--- src/rtl/hazard_pkg.sv ---
// Shared encodings for the hazard control unit: FSM state type and pipeline constants.
// Latency: n/a (definitions only).
// Backpressure: n/a.
package hazard_pkg;

  // FSM state encoding; the numeric values are visible on state_o for debug.
  typedef enum logic [1:0] {
    ST_RUN    = 2'd0,
    ST_FLUSH  = 2'd1,
    ST_FREEZE = 2'd2
  } hz_state_e;

  // Register x0 is hardwired to zero, so it can never carry a load-use dependency.
  localparam logic [4:0] X0_REG = 5'd0;

  // pc_sel values: sequential PC+4 versus redirect target.
  localparam logic PC_SEL_SEQ   = 1'b0;
  localparam logic PC_SEL_REDIR = 1'b1;

endpackage

--- src/rtl/hazard_control_unit_if.sv ---
// Pipeline <-> hazard unit bundle: ID/EX hazard sources in, stage enables and redirect out.
// Latency: n/a (wires only).
// Backpressure: mem_busy travels here and freezes every stage enable.
interface hazard_control_unit_if #(
  parameter int XLEN = 32
) ();

  // Hazard sources observed in the pipeline.
  logic [4:0]      id_rs1;
  logic [4:0]      id_rs2;
  logic            id_use_rs1;
  logic            id_use_rs2;
  logic [4:0]      ex_rd;
  logic            ex_memread;
  logic            ex_branch_taken;
  logic            ex_jal;
  logic            ex_jalr;
  logic [XLEN-1:0] ex_target;
  logic            mem_busy;

  // Controls returned to the pipeline.
  logic            pc_write;
  logic            if_id_write;
  logic            id_ex_write;
  logic            if_id_flush;
  logic            id_ex_bubble;
  logic            pc_sel;
  logic [XLEN-1:0] pc_target;
  logic [1:0]      state_o;

  // The pipeline side drives hazard sources and consumes controls.
  modport master (
    output id_rs1, id_rs2, id_use_rs1, id_use_rs2, ex_rd, ex_memread,
           ex_branch_taken, ex_jal, ex_jalr, ex_target, mem_busy,
    input  pc_write, if_id_write, id_ex_write, if_id_flush, id_ex_bubble,
           pc_sel, pc_target, state_o
  );

  // The hazard unit consumes hazard sources and drives controls.
  modport slave (
    input  id_rs1, id_rs2, id_use_rs1, id_use_rs2, ex_rd, ex_memread,
           ex_branch_taken, ex_jal, ex_jalr, ex_target, mem_busy,
    output pc_write, if_id_write, id_ex_write, if_id_flush, id_ex_bubble,
           pc_sel, pc_target, state_o
  );

endinterface

--- src/rtl/hazard_detect.sv ---
// Load-use detector: EX load writes a register the ID instruction actually reads.
// Latency: combinational, 0 cycles.
// Backpressure: none; the caller decides whether the result is honoured.
module hazard_detect
  import hazard_pkg::*;
(
  input  logic [4:0] id_rs1_i,
  input  logic [4:0] id_rs2_i,
  input  logic       id_use_rs1_i,
  input  logic       id_use_rs2_i,
  input  logic [4:0] ex_rd_i,
  input  logic       ex_memread_i,
  output logic       load_use_o
);

  logic rs1_hit;
  logic rs2_hit;

  // A source only matters when the instruction really reads it; x0 never forwards a value.
  always_comb begin
    rs1_hit    = id_use_rs1_i && (id_rs1_i == ex_rd_i);
    rs2_hit    = id_use_rs2_i && (id_rs2_i == ex_rd_i);
    load_use_o = ex_memread_i && (ex_rd_i != X0_REG) && (rs1_hit || rs2_hit);
  end

endmodule

--- src/rtl/hazard_control_unit.sv ---
// Pipeline hazard controller: freeze on mem_busy, redirect/flush on EX control transfer, stall on load-use.
// Latency: controls are combinational from state and inputs; state advances one cycle later.
// Backpressure: mem_busy deasserts every stage enable. Optional counters: HAZARD_PERF_CNT_EN.
module hazard_control_unit
  import hazard_pkg::*;
#(
  parameter int XLEN  = 32,
  parameter int CNT_W = 16
) (
  input  logic                 clk,
  input  logic                 rst_n,
  hazard_control_unit_if.slave hz
`ifdef HAZARD_PERF_CNT_EN
  ,
  output logic [CNT_W-1:0]     stall_cnt,
  output logic [CNT_W-1:0]     flush_cnt,
  output logic [CNT_W-1:0]     freeze_cnt
`endif
);

  // Reject parameter values that would make the datapath meaningless.
  if (XLEN < 2 || CNT_W < 1) begin : g_bad_param
    $error("hazard_control_unit: XLEN must be >= 2 and CNT_W >= 1");
  end

  hz_state_e       state_q;
  hz_state_e       state_d;
  logic            load_use;
  logic            redirect;
  logic            stall_ok;
  logic [XLEN-1:0] redir_target;

  hazard_detect u_detect (
    .id_rs1_i     (hz.id_rs1),
    .id_rs2_i     (hz.id_rs2),
    .id_use_rs1_i (hz.id_use_rs1),
    .id_use_rs2_i (hz.id_use_rs2),
    .ex_rd_i      (hz.ex_rd),
    .ex_memread_i (hz.ex_memread),
    .load_use_o   (load_use)
  );

  // Cause decode: redirect target aligns JALR, and load-use is meaningless while ID is being squashed.
  always_comb begin
    redirect     = hz.ex_branch_taken || hz.ex_jal || hz.ex_jalr;
    stall_ok     = load_use && (state_q != ST_FLUSH);
    redir_target = hz.ex_jalr ? {hz.ex_target[XLEN-1:1], 1'b0} : hz.ex_target;
  end

  // Next-state and control outputs; priority is reset > mem_busy > redirect > load-use.
  always_comb begin
    hz.pc_write     = 1'b1;
    hz.if_id_write  = 1'b1;
    hz.id_ex_write  = 1'b1;
    hz.if_id_flush  = 1'b0;
    hz.id_ex_bubble = 1'b0;
    hz.pc_sel       = PC_SEL_SEQ;
    hz.pc_target    = '0;
    state_d         = ST_RUN;

    if (!rst_n) begin
      // Hold the front end and keep squashing until reset releases.
      hz.pc_write     = 1'b0;
      hz.if_id_write  = 1'b0;
      hz.id_ex_write  = 1'b0;
      hz.if_id_flush  = 1'b1;
      hz.id_ex_bubble = 1'b1;
    end else if (hz.mem_busy) begin
      // Whole pipeline holds; any redirect stays parked in EX until memory is ready.
      hz.pc_write    = 1'b0;
      hz.if_id_write = 1'b0;
      hz.id_ex_write = 1'b0;
      state_d        = ST_FREEZE;
    end else if (redirect) begin
      hz.pc_sel       = PC_SEL_REDIR;
      hz.pc_target    = redir_target;
      hz.if_id_flush  = 1'b1;
      hz.id_ex_bubble = 1'b1;
      state_d         = ST_FLUSH;
    end else if (stall_ok) begin
      // Hold PC and IF/ID, push a bubble into EX so the load can complete.
      hz.pc_write     = 1'b0;
      hz.if_id_write  = 1'b0;
      hz.id_ex_bubble = 1'b1;
    end
  end

  // State register; reset discards any pending freeze or flush.
  always_ff @(posedge clk) begin
    if (!rst_n) begin
      state_q <= ST_RUN;
    end else begin
      state_q <= state_d;
    end
  end

  assign hz.state_o = state_q;

`ifdef HAZARD_PERF_CNT_EN
  logic [CNT_W-1:0] stall_cnt_q;
  logic [CNT_W-1:0] flush_cnt_q;
  logic [CNT_W-1:0] freeze_cnt_q;
  logic             stall_evt;
  logic             flush_evt;

  // Event qualifiers mirror the priority used by the control outputs.
  always_comb begin
    flush_evt = !hz.mem_busy && redirect;
    stall_evt = !hz.mem_busy && !redirect && stall_ok;
  end

  // Saturating event counters; they stick at all-ones rather than wrapping.
  always_ff @(posedge clk) begin
    if (!rst_n) begin
      stall_cnt_q  <= '0;
      flush_cnt_q  <= '0;
      freeze_cnt_q <= '0;
    end else begin
      if (stall_evt && (stall_cnt_q != '1)) begin
        stall_cnt_q <= stall_cnt_q + 1'b1;
      end
      if (flush_evt && (flush_cnt_q != '1)) begin
        flush_cnt_q <= flush_cnt_q + 1'b1;
      end
      if (hz.mem_busy && (freeze_cnt_q != '1)) begin
        freeze_cnt_q <= freeze_cnt_q + 1'b1;
      end
    end
  end

  assign stall_cnt  = stall_cnt_q;
  assign flush_cnt  = flush_cnt_q;
  assign freeze_cnt = freeze_cnt_q;
`endif

endmodule

--- src/flat_wrapper.sv ---
// flat-port wrapper written by rule: the top's interface ports become plain ports
module hazard_control_unit_flat import hazard_pkg::*;
#(
  parameter int XLEN  = 32,
  parameter int CNT_W = 16
)
  (clk, rst_n, hz_id_rs1, hz_id_rs2, hz_id_use_rs1, hz_id_use_rs2, hz_ex_rd, hz_ex_memread, hz_ex_branch_taken, hz_ex_jal, hz_ex_jalr, hz_ex_target, hz_mem_busy, hz_pc_write, hz_if_id_write, hz_id_ex_write, hz_if_id_flush, hz_id_ex_bubble, hz_pc_sel, hz_pc_target, hz_state_o);
  hazard_control_unit_if #(.XLEN(XLEN)) hz_i ();
  input  logic clk;
  input  logic rst_n;
  input wire logic [$bits(hz_i.id_rs1)-1:0] hz_id_rs1;
  input wire logic [$bits(hz_i.id_rs2)-1:0] hz_id_rs2;
  input wire logic [$bits(hz_i.id_use_rs1)-1:0] hz_id_use_rs1;
  input wire logic [$bits(hz_i.id_use_rs2)-1:0] hz_id_use_rs2;
  input wire logic [$bits(hz_i.ex_rd)-1:0] hz_ex_rd;
  input wire logic [$bits(hz_i.ex_memread)-1:0] hz_ex_memread;
  input wire logic [$bits(hz_i.ex_branch_taken)-1:0] hz_ex_branch_taken;
  input wire logic [$bits(hz_i.ex_jal)-1:0] hz_ex_jal;
  input wire logic [$bits(hz_i.ex_jalr)-1:0] hz_ex_jalr;
  input wire logic [$bits(hz_i.ex_target)-1:0] hz_ex_target;
  input wire logic [$bits(hz_i.mem_busy)-1:0] hz_mem_busy;
  output wire logic [$bits(hz_i.pc_write)-1:0] hz_pc_write;
  output wire logic [$bits(hz_i.if_id_write)-1:0] hz_if_id_write;
  output wire logic [$bits(hz_i.id_ex_write)-1:0] hz_id_ex_write;
  output wire logic [$bits(hz_i.if_id_flush)-1:0] hz_if_id_flush;
  output wire logic [$bits(hz_i.id_ex_bubble)-1:0] hz_id_ex_bubble;
  output wire logic [$bits(hz_i.pc_sel)-1:0] hz_pc_sel;
  output wire logic [$bits(hz_i.pc_target)-1:0] hz_pc_target;
  output wire logic [$bits(hz_i.state_o)-1:0] hz_state_o;
  assign hz_i.id_rs1 = hz_id_rs1;
  assign hz_i.id_rs2 = hz_id_rs2;
  assign hz_i.id_use_rs1 = hz_id_use_rs1;
  assign hz_i.id_use_rs2 = hz_id_use_rs2;
  assign hz_i.ex_rd = hz_ex_rd;
  assign hz_i.ex_memread = hz_ex_memread;
  assign hz_i.ex_branch_taken = hz_ex_branch_taken;
  assign hz_i.ex_jal = hz_ex_jal;
  assign hz_i.ex_jalr = hz_ex_jalr;
  assign hz_i.ex_target = hz_ex_target;
  assign hz_i.mem_busy = hz_mem_busy;
  assign hz_pc_write = hz_i.pc_write;
  assign hz_if_id_write = hz_i.if_id_write;
  assign hz_id_ex_write = hz_i.id_ex_write;
  assign hz_if_id_flush = hz_i.if_id_flush;
  assign hz_id_ex_bubble = hz_i.id_ex_bubble;
  assign hz_pc_sel = hz_i.pc_sel;
  assign hz_pc_target = hz_i.pc_target;
  assign hz_state_o = hz_i.state_o;
  hazard_control_unit #(.XLEN(XLEN), .CNT_W(CNT_W)) u_core (.clk(clk), .rst_n(rst_n), .hz(hz_i));
endmodule
--- config.mk ---
export PLATFORM = sky130hd
export DESIGN_NAME = hazard_control_unit_flat
export DESIGN_NICKNAME = d
export VERILOG_FILES = /design/src/rtl/hazard_pkg.sv /design/src/rtl/hazard_control_unit_if.sv /design/src/rtl/hazard_detect.sv /design/src/rtl/hazard_control_unit.sv /design/src/flat_wrapper.sv
export SDC_FILE = /design/constraint.sdc
export NUM_CORES = 1
export LEC_CHECK = 0
export BUFFER_PORTS_ARGS = -buffer_cell sky130_fd_sc_hd__buf_2
export CORE_ASPECT_RATIO = 0.75
export CORE_MARGIN = 8
export CORE_UTILIZATION = 29
export CTS_BUF_LIST = sky130_fd_sc_hd__clkbuf_16
export DETAILED_ROUTE_END_ITERATION = 7
export HOLD_SLACK_MARGIN = 0.15
export PLACE_DENSITY = 0.93
export SETUP_SLACK_MARGIN = 0.3
export SLEW_MARGIN = 5
export SYNTH_ARGS = -nofsm -noshare
export SYNTH_HDL_FRONTEND = slang
export SYNTH_SLANG_ARGS = --single-unit
--- constraint.sdc ---
create_clock -name clk -period 2.35 [get_ports clk]
set_input_delay 0.1175 -clock clk [delete_from_list [all_inputs] [get_ports clk]]
set_output_delay 0.1175 -clock clk [all_outputs]
set_load 0.1 [all_outputs]
==> summary.txt, run 1 <==
Setup path
  – Crit path DAT: 1590 ps
  – Crit path max fanout: 32
  – Crit start category: input pin
  – WP data required: 2230 ps
  – Worst Path Class, Setup: input pin to output port
  – Delay-heaviest family, CP: simple AND/OR/NAND/NOR gates
  – Slowest cell on the critical path: nor2_4
  – Crit. End Element: output port
  – CP cell instances: buf_2, nand2b_4, nor2_4, and2_4, buf_2
  – Worst path bufs/invs: 2
  – CP peak stage delay: a little under 500 ps
  – Top cell by count, worst path: buf_2

STA
  – Endpoints failing setup: 0
  – Final period utilization: 72.47%
  – Worst-Margin Slew: around 620 ps
  – Setup TNS: 0 ps
  – Slew Viols, Final: 0
  – Fin. Hold Viols: 0
  – Min cycle time layout: 1703 ps
  – Final setup margin: ~650 ps
  – FMAX: a little under 600 MHz
  – Unrepaired setup endpoints after global routing: no
  – Slew margin rel.: 58.45%

Synthesis
  – Netlist cell types: 21
  – Largest area contributor in the netlist: and2_4
  – Flops & latches, synth: 2
  – Area contributors post-synth: and2_4, xnor2_1, dfxtp_1
  – Asr flop ratio synth: 0%
  – Synth warn: 0
  – Synthesized instance count: around 70
  – Synthesized area per cell: approximately 8.4 um2
  – Post-Syn Nets: roughly 120
  – Number of flops mapped to enable cells by yosys: 0
  – Register area share after synthesis: 7.033%
  – Post-synth top flop: dfxtp_1
  – Share of the synthesized area in the top cell type: about 45%
  – Area of the mapped netlist: 569.3 um2

Routing
  – Initial DRC count: 17
  – TritonRoute pass-1 iters: 4
  – Drt via density: 4.194
  – Total wire length: 2609 um
  – DR WL/cell: 14.03 um
  – Routed vias: 780
  – Antenna viol nets, final: 0
  – DRC: 0

Run
  – MaxCap Viol Count: 0

Clock tree
  – Number of hold buffers added after cts: 0
  – CTS Root Cell: clkbuf_16
  – Clock-pin slew on the worst setup and hold paths: 30 ps
  – Clock tree buffer depth: 2
  – Clock tree from TritonCTS: done
  – CTS H-tree lvls: 1
  – CTS buffer count: 3
  – TritonCTS Sinks: 2
  – Post-CTS Resized: 0
  – Post-CTS Setup Inserts: 0

Pwr
  – Maximum vdd drop: 0.5427 mV
  – Power, Total: 0.0006694 W
  – P per Cell Area: 585.3 nW/um2
  – Leakage: around 0.69 nW

Place
  – HPWL after DPL: 2350 um
  – GP Congestion: roughly 0.73
  – Port Buffers: 95
  – Place WS: 636.3 ps

Min path
  – End point of the worst hold path: u_core.hz.state_o[1]$_SDFF_PN0_
  – Hold Crit Start: hz_mem_busy
  – Hold Crit Class: input pin to flip-flop
  – Worst hold path stage count: 3

Final layout
  – # diodes: 0
  – Nets: 220
  – Area Growth Syn to Fin: 100.9%
  – Max FFs per register: 2
  – Share of layout cells above drive strength 1: 83.33%

Floorplanning
  – Row count: 14
  – I/O pin cnt: 96
  – Core area: 1927 um2
  – Initial core utilization: between 20 and 30%
  – Die area: roughly 3700 um2
  – Die Wd: 67.16 um
  – Die Height: ~54 um

Global route
  – Vias in the first global route: 731
  – Initial antenna violation count: 0
  – Total grt overflow: 0
  – Largest net degree at the start of global routing: 33
  – All-layer global routing usage: 12.31%
  – First-pass GRT wire length: 3443 um

Run status
  – Outcome: completed
how the worst max path moves through the flow:
stage,start,to,slack (ps),depth (start not counted)
CTS,hz_mem_busy,hz_pc_target[16],630,5
finish,hz_mem_busy,hz_pc_target[16],650,5
floorplan,u_core.hz.state_o[1]$_SDFF_PN0_,hz_pc_write,150,4
global placement,hz_mem_busy,hz_pc_target[16],670,5
detailed placement,hz_mem_busy,hz_pc_target[16],640,5
global route,hz_mem_busy,hz_pc_target[16],550,5
power by group:
| part | leakage, nW | internal, W | switching (W) |
|---|---|---|---|
| registers | 0.0169 | 0.0000363 | 0.000000747 |
| clock network | 0.0370 | 0.000217 | 0.0000426 |
| logic | 0.641 | 0.0000967 | 0.000276 |
per-stage QoR:
step,cells,hold slack (ps),utilization (%),cell area (um2)
global placement,183,380.9,55.45,1069
detailed placement,183,374.9,55.45,1069
finish,186,162.1,59.35,1144
global route,186,174.0,59.35,1144
CTS,186,155.9,59.35,1144
floorplan,68,229.3,-,604.3
routing by layer:
| metal | track usage, % | wire [um] | share of wire, % |
|---|---|---|---|
| met5 | 0 | 0 | 0 |
| met2 | 23.30 | 1418 | 54 |
| met3 | 6.339 | 408 | 16 |
| met4 | 4.152 | 0 | 0 |
| met1 | 11.43 | 783 | 30 |
cell usage in the layout, fill, tap and decap left out, types with 2 or more instances in the layout:
cell,synthesis,layout
nand4_1,2,2
nor2_1,2,2
and2_4,29,29
clkbuf_16,0,3
xnor2_1,10,10
nand2_1,3,3
inv_1,3,3
buf_2,0,95
and2_1,2,2
cell usage after synthesis (all sizes together), types with 2 or more instances:
cell	n
o21ai	2
nor2	3
and2	31
buf	4
inv	3
xnor2	10
dfxtp	2
nand4	2
nand2	3
nor3	2
cell families (layout without fill, tap and decap cells):
| family | Yosys count | count (layout) | synth area share, % |
|---|---|---|---|
| AO/OA/AOI/OAI | 6 | 6 | 6.373 |
| XOR/XNOR | 10 | 10 | 15.38 |
| buffers and inverters | 7 | 101 | 9.231 |
| flip-flops | 2 | 2 | 7.033 |
| AND/OR/NAND/NOR | 43 | 43 | 61.98 |
area by class of cell:
| type | count | area (um2) |
|---|---|---|
| Clock buffer | 3 | 75.07 |
| Fill cell | 176 | 783.3 |
| Inverter | 3 | 11.26 |
| Multi-Input combinational cell | 59 | 510.5 |
| Sequential cell | 2 | 41.29 |
| Tap cell | 24 | 30.03 |
| Timing Repair Buffer | 95 | 475.5 |
Note: power is estimated with default switching activity, not from simulation.
==> inputs of run 2 (changes only) <==
--- a/config.mk
+++ b/config.mk
@@ -8,11 +8,11 @@
 export BUFFER_PORTS_ARGS = -buffer_cell sky130_fd_sc_hd__buf_2
 export CORE_ASPECT_RATIO = 0.75
 export CORE_MARGIN = 8
-export CORE_UTILIZATION = 29
+export CORE_UTILIZATION = 25
 export CTS_BUF_LIST = sky130_fd_sc_hd__clkbuf_16
 export DETAILED_ROUTE_END_ITERATION = 7
 export HOLD_SLACK_MARGIN = 0.15
-export PLACE_DENSITY = 0.93
+export PLACE_DENSITY = 0.86
 export SETUP_SLACK_MARGIN = 0.3
 export SLEW_MARGIN = 5
 export SYNTH_ARGS = -nofsm -noshare
==> constraint.sdc (replaced) <==
create_clock -name clk -period 1.5 [get_ports clk]
set_input_delay 0.075 -clock clk [delete_from_list [all_inputs] [get_ports clk]]
set_output_delay 0.075 -clock clk [all_outputs]
set_load 0.1 [all_outputs]
==> run 2 against run 1 <==
Sequential share of layout area shrank 1.0 points. Utilization grew 19 points. Non-clock buffer count rose by 2. Critical endpoint is now hz_id_ex_bubble. Largest cell class is now non-clock buffers.
==> summary.txt, run 2 (same netlist as run 1, synthesis figures left out) <==
Routing
  – Antenna viol nets, final: 0 (unchanged)
  – TritonRoute pass-1 iters: 2 (-2)
  – Total wire length: 3086 um (+18%)
  – Initial DRC count: 21 (+4)
  – DRC: 0 (unchanged)
  – DR WL/cell: 16.24 um (+16%)
  – Routed vias: 827 (+6.0%)
  – Drt via density: 4.353 (+3.8%)

Floorplanning
  – Initial core utilization: 25.49% (-4.1 points)
  – Row count: 15 (+1)
  – Die Height: 57.33 um (+5.4%)
  – Die Wd: 71.10 um (+5.9%)
  – I/O pin cnt: 96 (unchanged)
  – Die area: 4076 um2 (+12%)
  – Core area: 2233 um2 (+16%)

Setup path
  – Worst Path Class, Setup: flip-flop to output port
  – Crit path DAT: 1210 ps (-380 ps)
  – Crit. End Element: output port
  – WP data required: 1420 ps (-810 ps)
  – Crit path max fanout: 2 (-94%)
  – Crit start category: flip-flop

Clock tree
  – CTS H-tree lvls: 1 (unchanged)
  – Number of hold buffers added after cts: 0 (unchanged)
  – CTS buffer count: 3 (unchanged)
  – CTS Root Cell: clkbuf_16
  – Post-CTS Setup Inserts: 0 (unchanged)
  – Clock-pin slew on the worst setup and hold paths: 30 ps (about the same)
  – TritonCTS Sinks: 2 (unchanged)
  – Clock tree buffer depth: 2 (unchanged)
  – Clock tree from TritonCTS: done

Min path
  – Hold Crit Class: input pin to flip-flop
  – End point of the worst hold path: u_core.hz.state_o[1]$_SDFF_PN0_
  – Worst hold path stage count: 3 (unchanged)
  – Hold Crit Start: hz_mem_busy

Place
  – Placed Area: 1659 um2 (+55%)
  – HPWL after DPL: 2890 um (+23%)
  – GP Congestion: 0.7327 (+0.37%)
  – Port Buffers: 95 (unchanged)
  – Place WS: 216.9 ps (-419.3 ps)

STA
  – Fin. Hold Viols: 0 (unchanged)
  – Unrepaired setup endpoints after global routing: yes
  – Endpoints failing setup: 0 (unchanged)
  – Final period utilization: 86.00%
  – Slew margin rel.: 67.15% (+8.7 points)
  – Final setup margin: 210.0 ps (-437.0 ps)
  – Worst-Margin Slew: 496.2 ps (-125.5 ps)
  – Min cycle time layout: 1290 ps
  – Slew Viols, Final: 0 (unchanged)
  – Final hold slack: 161.0 ps (-1.152 ps)
  – FMAX: between 700 and 800 MHz

Global route
  – Initial antenna violation count: 0 (unchanged)
  – Largest net degree at the start of global routing: 33 (unchanged)
  – First-pass GRT wire length: 4795 um (+39%)
  – Vias in the first global route: 938 (+28%)
  – All-layer global routing usage: 14.63% (+2.3 points)
  – Total grt overflow: 0 (unchanged)

Final layout
  – Post-route cell area: 1744 um2 (+53%)
  – Max FFs per register: 2 (unchanged)
  – # diodes: 0 (unchanged)
  – End-of-flow core utilization: 78.10% (+19 points)
  – Area Growth Syn to Fin: 206.4%
  – Share of layout cells above drive strength 1: 87.27% (+3.9 points)
  – Filler cells: 136 (-23%)
  – Nets: 222 (+0.91%)
  – Most frequent cells in the layout: buf_2, buf_12, and2_4
  – Most common cell after layout, fill and taps aside: buf_2

Pwr
  – Power, Total: 0.001221 W (+82%)
  – Maximum vdd drop: 0.5428 mV (about the same)
  – Leakage: 0.8383 nW (+21%)
  – P per Cell Area: 699.9 nW/um2 (+20%)

Run status
  – Outcome: completed

Run
  – MaxCap Viol Count: 0 (unchanged)
==> run 2: critical path, cell delays in order, from the launching register on <==
cell     delay [ps]
dfxtp_4         330
inv_2            40
o21ai_2          50
a21oi_2         180
a31o_2          220
buf_12          170
==> run 2: layout make-up <==
| type | count | area, um2 | share of cell area, % |
|---|---|---|---|
| timing repair buffer | 97 | 1044 | 59.83 |
| clock inverter | 1 | 3.754 | 0.2152 |
| clock buffer | 3 | 75.07 | 4.304 |
| tap | 25 | 31.28 | 1.793 |
| multi-input combinational | 59 | 534.3 | 30.63 |
| inverter | 3 | 11.26 | 0.6456 |
| sequential | 2 | 45.04 | 2.583 |
==> run 2: how the worst max path moves through the flow <==
| stage | startpoint | to | cells after the start |
|---|---|---|---|
| 2_1_floorplan | u_core.hz.state_o[0]$_SDFF_PN0_ | hz_pc_write | 5 |
| 3_3_place_gp | hz_ex_rd[1] | hz_id_ex_bubble | 6 |
| 3_5_place_dp | hz_ex_rd[4] | hz_id_ex_bubble | 6 |
| 4_1_cts | u_core.hz.state_o[0]$_SDFF_PN0_ | hz_id_ex_bubble | 5 |
| 5_1_grt | u_core.hz.state_o[0]$_SDFF_PN0_ | hz_id_ex_bubble | 5 |
| 6_report | u_core.hz.state_o[0]$_SDFF_PN0_ | hz_id_ex_bubble | 5 |
==> run 2: where the power goes <==
part	switching (W)	internal [W]
Clock	0.0000650	0.000343
Combinational	0.000467	0.000288
Sequential	0.00000190	0.0000562
Total	0.000534	0.000687
==> run 2: per-layer routing <==
layer | vias up | track usage, % | part of all wire [%]
li1 | 407 | - | -
met1 | 359 | 13.25 | 34
met2 | 59 | 29.91 | 57
met3 | 2 | 5.769 | 9.0
met4 | 0 | 2.655 | 0.45
met5 | - | 0 | 0
==> run 2: metrics by stage <==
stage | TNS [ps] | instances
3_5_place_dp | 0 | 186
4_1_cts | 0 | 190
2_1_floorplan | -302.8 | 68
6_report | 0 | 190
3_3_place_gp | 0 | 186
5_1_grt | 0 | 190
==> run 2: what timing repair did <==
action	CTS	global route
endpoints found under the setup margin	3	3
pin swaps	2	0
gates resized for setup	0	1
==> inputs of run 3 (changes only) <==
--- a/config.mk
+++ b/config.mk
@@ -7,9 +7,9 @@
 export LEC_CHECK = 0
 export BUFFER_PORTS_ARGS = -buffer_cell sky130_fd_sc_hd__buf_2
 export CORE_ASPECT_RATIO = 0.75
-export CORE_MARGIN = 8
+export CORE_MARGIN = 5
 export CORE_UTILIZATION = 25
-export CTS_BUF_LIST = sky130_fd_sc_hd__clkbuf_16
+export CTS_BUF_LIST = sky130_fd_sc_hd__clkbuf_8
 export DETAILED_ROUTE_END_ITERATION = 7
 export HOLD_SLACK_MARGIN = 0.15
 export PLACE_DENSITY = 0.86
==> run 3 against run 2 <==
Global-route usage increased by 3.1 points. Flip-flop and latch count unchanged. Sequential power barely moved. Critical path type unchanged. Routed wire length shrank 3.1%. Highest routed layer unchanged. Sequential share of layout area increased by 0.051 points. Design area is 1.9% lower. Via count increased by 1.1%. Utilization is 1.5 points lower. Worst setup slack improved by 3.3 ps.
==> summary.txt, run 3 (same netlist as run 1, synthesis figures left out) <==
Global route
  – All-layer global routing usage: 17.73% (+3.1 points)
  – Total grt overflow: 0 (unchanged)
  – Initial antenna violation count: 0 (unchanged)
  – Vias in the first global route: 908 (-3.2%)
  – Global routing met3 resource utilization: 3.956% (-1.8 points)
  – Grt peak-use layer: met2
  – M2 GR Usage: 35.82% (+5.9 points)
  – Grt met1 use: 16.49% (+3.2 points)
  – Largest net degree at the start of global routing: 33 (unchanged)
  – First-pass GRT wire length: 4360 um (-9.1%)

Setup path
  – Crit start category: flip-flop
  – WP data required: 1420 ps (about the same)
  – Crit. Startpoint: u_core.hz.state_o[0]$_SDFF_PN0_
  – CP cell instances: inv_2, o21ai_2, a21oi_2, a31o_2, buf_12
  – Slowest cell on the critical path: dfxtp_4
  – Crit path max fanout: 2 (unchanged)
  – Worst Path Class, Setup: flip-flop to output port
  – Worst Setup EP: hz_id_ex_bubble
  – CP peak stage delay: 330 ps (about the same)
  – Crit path DAT: 1210 ps (about the same)
  – Crit. End Element: output port

Clock tree
  – Clock tree buffer depth: 2 (unchanged)
  – CTS H-tree lvls: 1 (unchanged)
  – CTS Root Cell: clkbuf_8
  – Number of hold buffers added after cts: 0 (unchanged)
  – Clock-pin slew on the worst setup and hold paths: 30 ps (about the same)
  – CTS buffer count: 3 (unchanged)
  – Post-CTS Setup Inserts: 0 (unchanged)
  – TritonCTS Sinks: 2 (unchanged)
  – Clock tree from TritonCTS: done

Final layout
  – Area Growth Syn to Fin: 200.4%
  – Register area: 45.04 um2 (unchanged)
  – Filler cells: 133 (-2.2%)
  – Nets: 222 (unchanged)
  – Share of layout cells above drive strength 1: 87.27% (unchanged)
  – Post-Layout Cell Count: 190 (unchanged)
  – Multi-input logic area: 534.3 um2 (unchanged)
  – Max FFs per register: 2 (unchanged)
  – Most common cell after layout, fill and taps aside: buf_2
  – Most frequent cells in the layout: buf_2, buf_12, and2_4
  – End-of-flow core utilization: 76.58% (-1.5 points)
  – # diodes: 0 (unchanged)

STA
  – Unrepaired setup endpoints after global routing: yes
  – FMAX: 777.2 MHz (+0.26%)
  – Final period utilization: 85.78% (-0.22 points)
  – Endpoints failing setup: 0 (unchanged)
  – Slew Viols, Final: 0 (unchanged)
  – Fin. Hold Viols: 0 (unchanged)
  – Slew margin rel.: 67.46% (+0.32 points)
  – Worst-Margin Slew: 491.4 ps (-4.769 ps)
  – Min cycle time layout: 1287 ps (-3.321 ps)
  – Setup TNS: 0 ps (unchanged)

Place
  – Placed insts: 186 (unchanged)
  – HPWL after DPL: 2798 um (-3.2%)
  – Port Buffers: 95 (unchanged)
  – GP Congestion: 0.7533 (+2.8%)

Routing
  – DRC: 0 (unchanged)
  – Drt via density: 4.400 (+1.1%)
  – Initial DRC count: 14 (-33%)
  – Total wire length: 2989 um (-3.1%)
  – TritonRoute pass-1 iters: 4 (+2)
  – DR WL/cell: 15.73 um (-3.1%)
  – Antenna viol nets, final: 0 (unchanged)
  – Routed vias: 836 (+1.1%)

Floorplanning
  – Core area: 2233 um2 (unchanged)
  – Initial core utilization: 25.49% (unchanged)
  – Die area: 3341 um2 (-18%)
  – I/O pin cnt: 96 (unchanged)
  – Die Height: 51.33 um (-10%)
  – Die Wd: 65.10 um (-8.4%)
  – Row count: 15 (unchanged)

Pwr
  – P per Cell Area: 602.4 nW/um2 (-14%)
  – Leakage: 0.8229 nW (-1.8%)
  – Maximum vdd drop: 0.4744 mV (-13%)

Min path
  – Hold Crit Class: input pin to flip-flop

Run
  – MaxCap Viol Count: 0 (unchanged)

Run status
  – Outcome: completed
-- run 3: cell counts in the layout (fill, tap and decap cells not counted) --
No cell type changed its count.
-- run 3: worst max-delay path, delay by kind of cell, from the launching register on --
kind            cells  cell delay, ps
buf+inv             2             210
compound gates      3             450
flops               1             330
-- run 3: how the worst min path moves through the flow --
| stage | from | end | slack [ps] | cells past startpoint |
|---|---|---|---|---|
| after global placement | hz_mem_busy | u_core.hz.state_o[1]$_SDFF_PN0_ | 370 | 3 |
| after detailed placement | hz_mem_busy | u_core.hz.state_o[1]$_SDFF_PN0_ | 380 | 3 |
| after CTS | hz_mem_busy | u_core.hz.state_o[1]$_SDFF_PN0_ | 160 | 3 |
| final | hz_mem_busy | u_core.hz.state_o[1]$_SDFF_PN0_ | 160 | 3 |
| after floorplan | hz_mem_busy | u_core.hz.state_o[1]$_SDFF_PN0_ | 190 | 2 |
| after global routing | hz_mem_busy | u_core.hz.state_o[1]$_SDFF_PN0_ | 190 | 3 |
-- run 3: what timing repair did --
item / in CTS / in global routing
resized for setup: 0 / 1
gates cloned: 0 / 0
pin swaps: 1 / 0
setup endpoints to repair: 3 / 3
-- run 3: cell type report --
type / count / area share [%]
Sequential cell: 2 / 2.634
Timing Repair Buffer: 97 / 61.01
Clock inverter: 1 / 0.2195
Clock buffer: 3 / 2.414
Inverter: 3 / 0.6584
Multi-Input combinational cell: 59 / 31.24
Tap cell: 25 / 1.829
-- run 3: routing by layer --
layer / wire length, um / up-vias
li1: - / 407
met1: 1004 / 350
met2: 1570 / 69
met3: 327 / 10
met4: 87 / 0
met5: 0 / -
-- run 3: per-stage QoR --
step	hold slack, ps	power (W)	cell area [um2]	setup slack [ps]
floorplan	186.8	0.0005319	638.1	-249.3
global placement	370.7	0.0008026	1659	262.4
detailed placement	376.6	0.0008170	1659	207.6
CTS	162.8	0.001038	1704	201.9
global route	187.3	0.001068	1710	172.9
finish	155.5	0.001030	1710	213.3
-- run 3: where the power goes --
group / switching, W / internal, W / total [W]
logic: 0.000467 / 0.000287 / 0.000755
clock network: 0.0000444 / 0.000173 / 0.000218
registers: 0.00000185 / 0.0000563 / 0.0000581
total: 0.000513 / 0.000517 / 0.00103
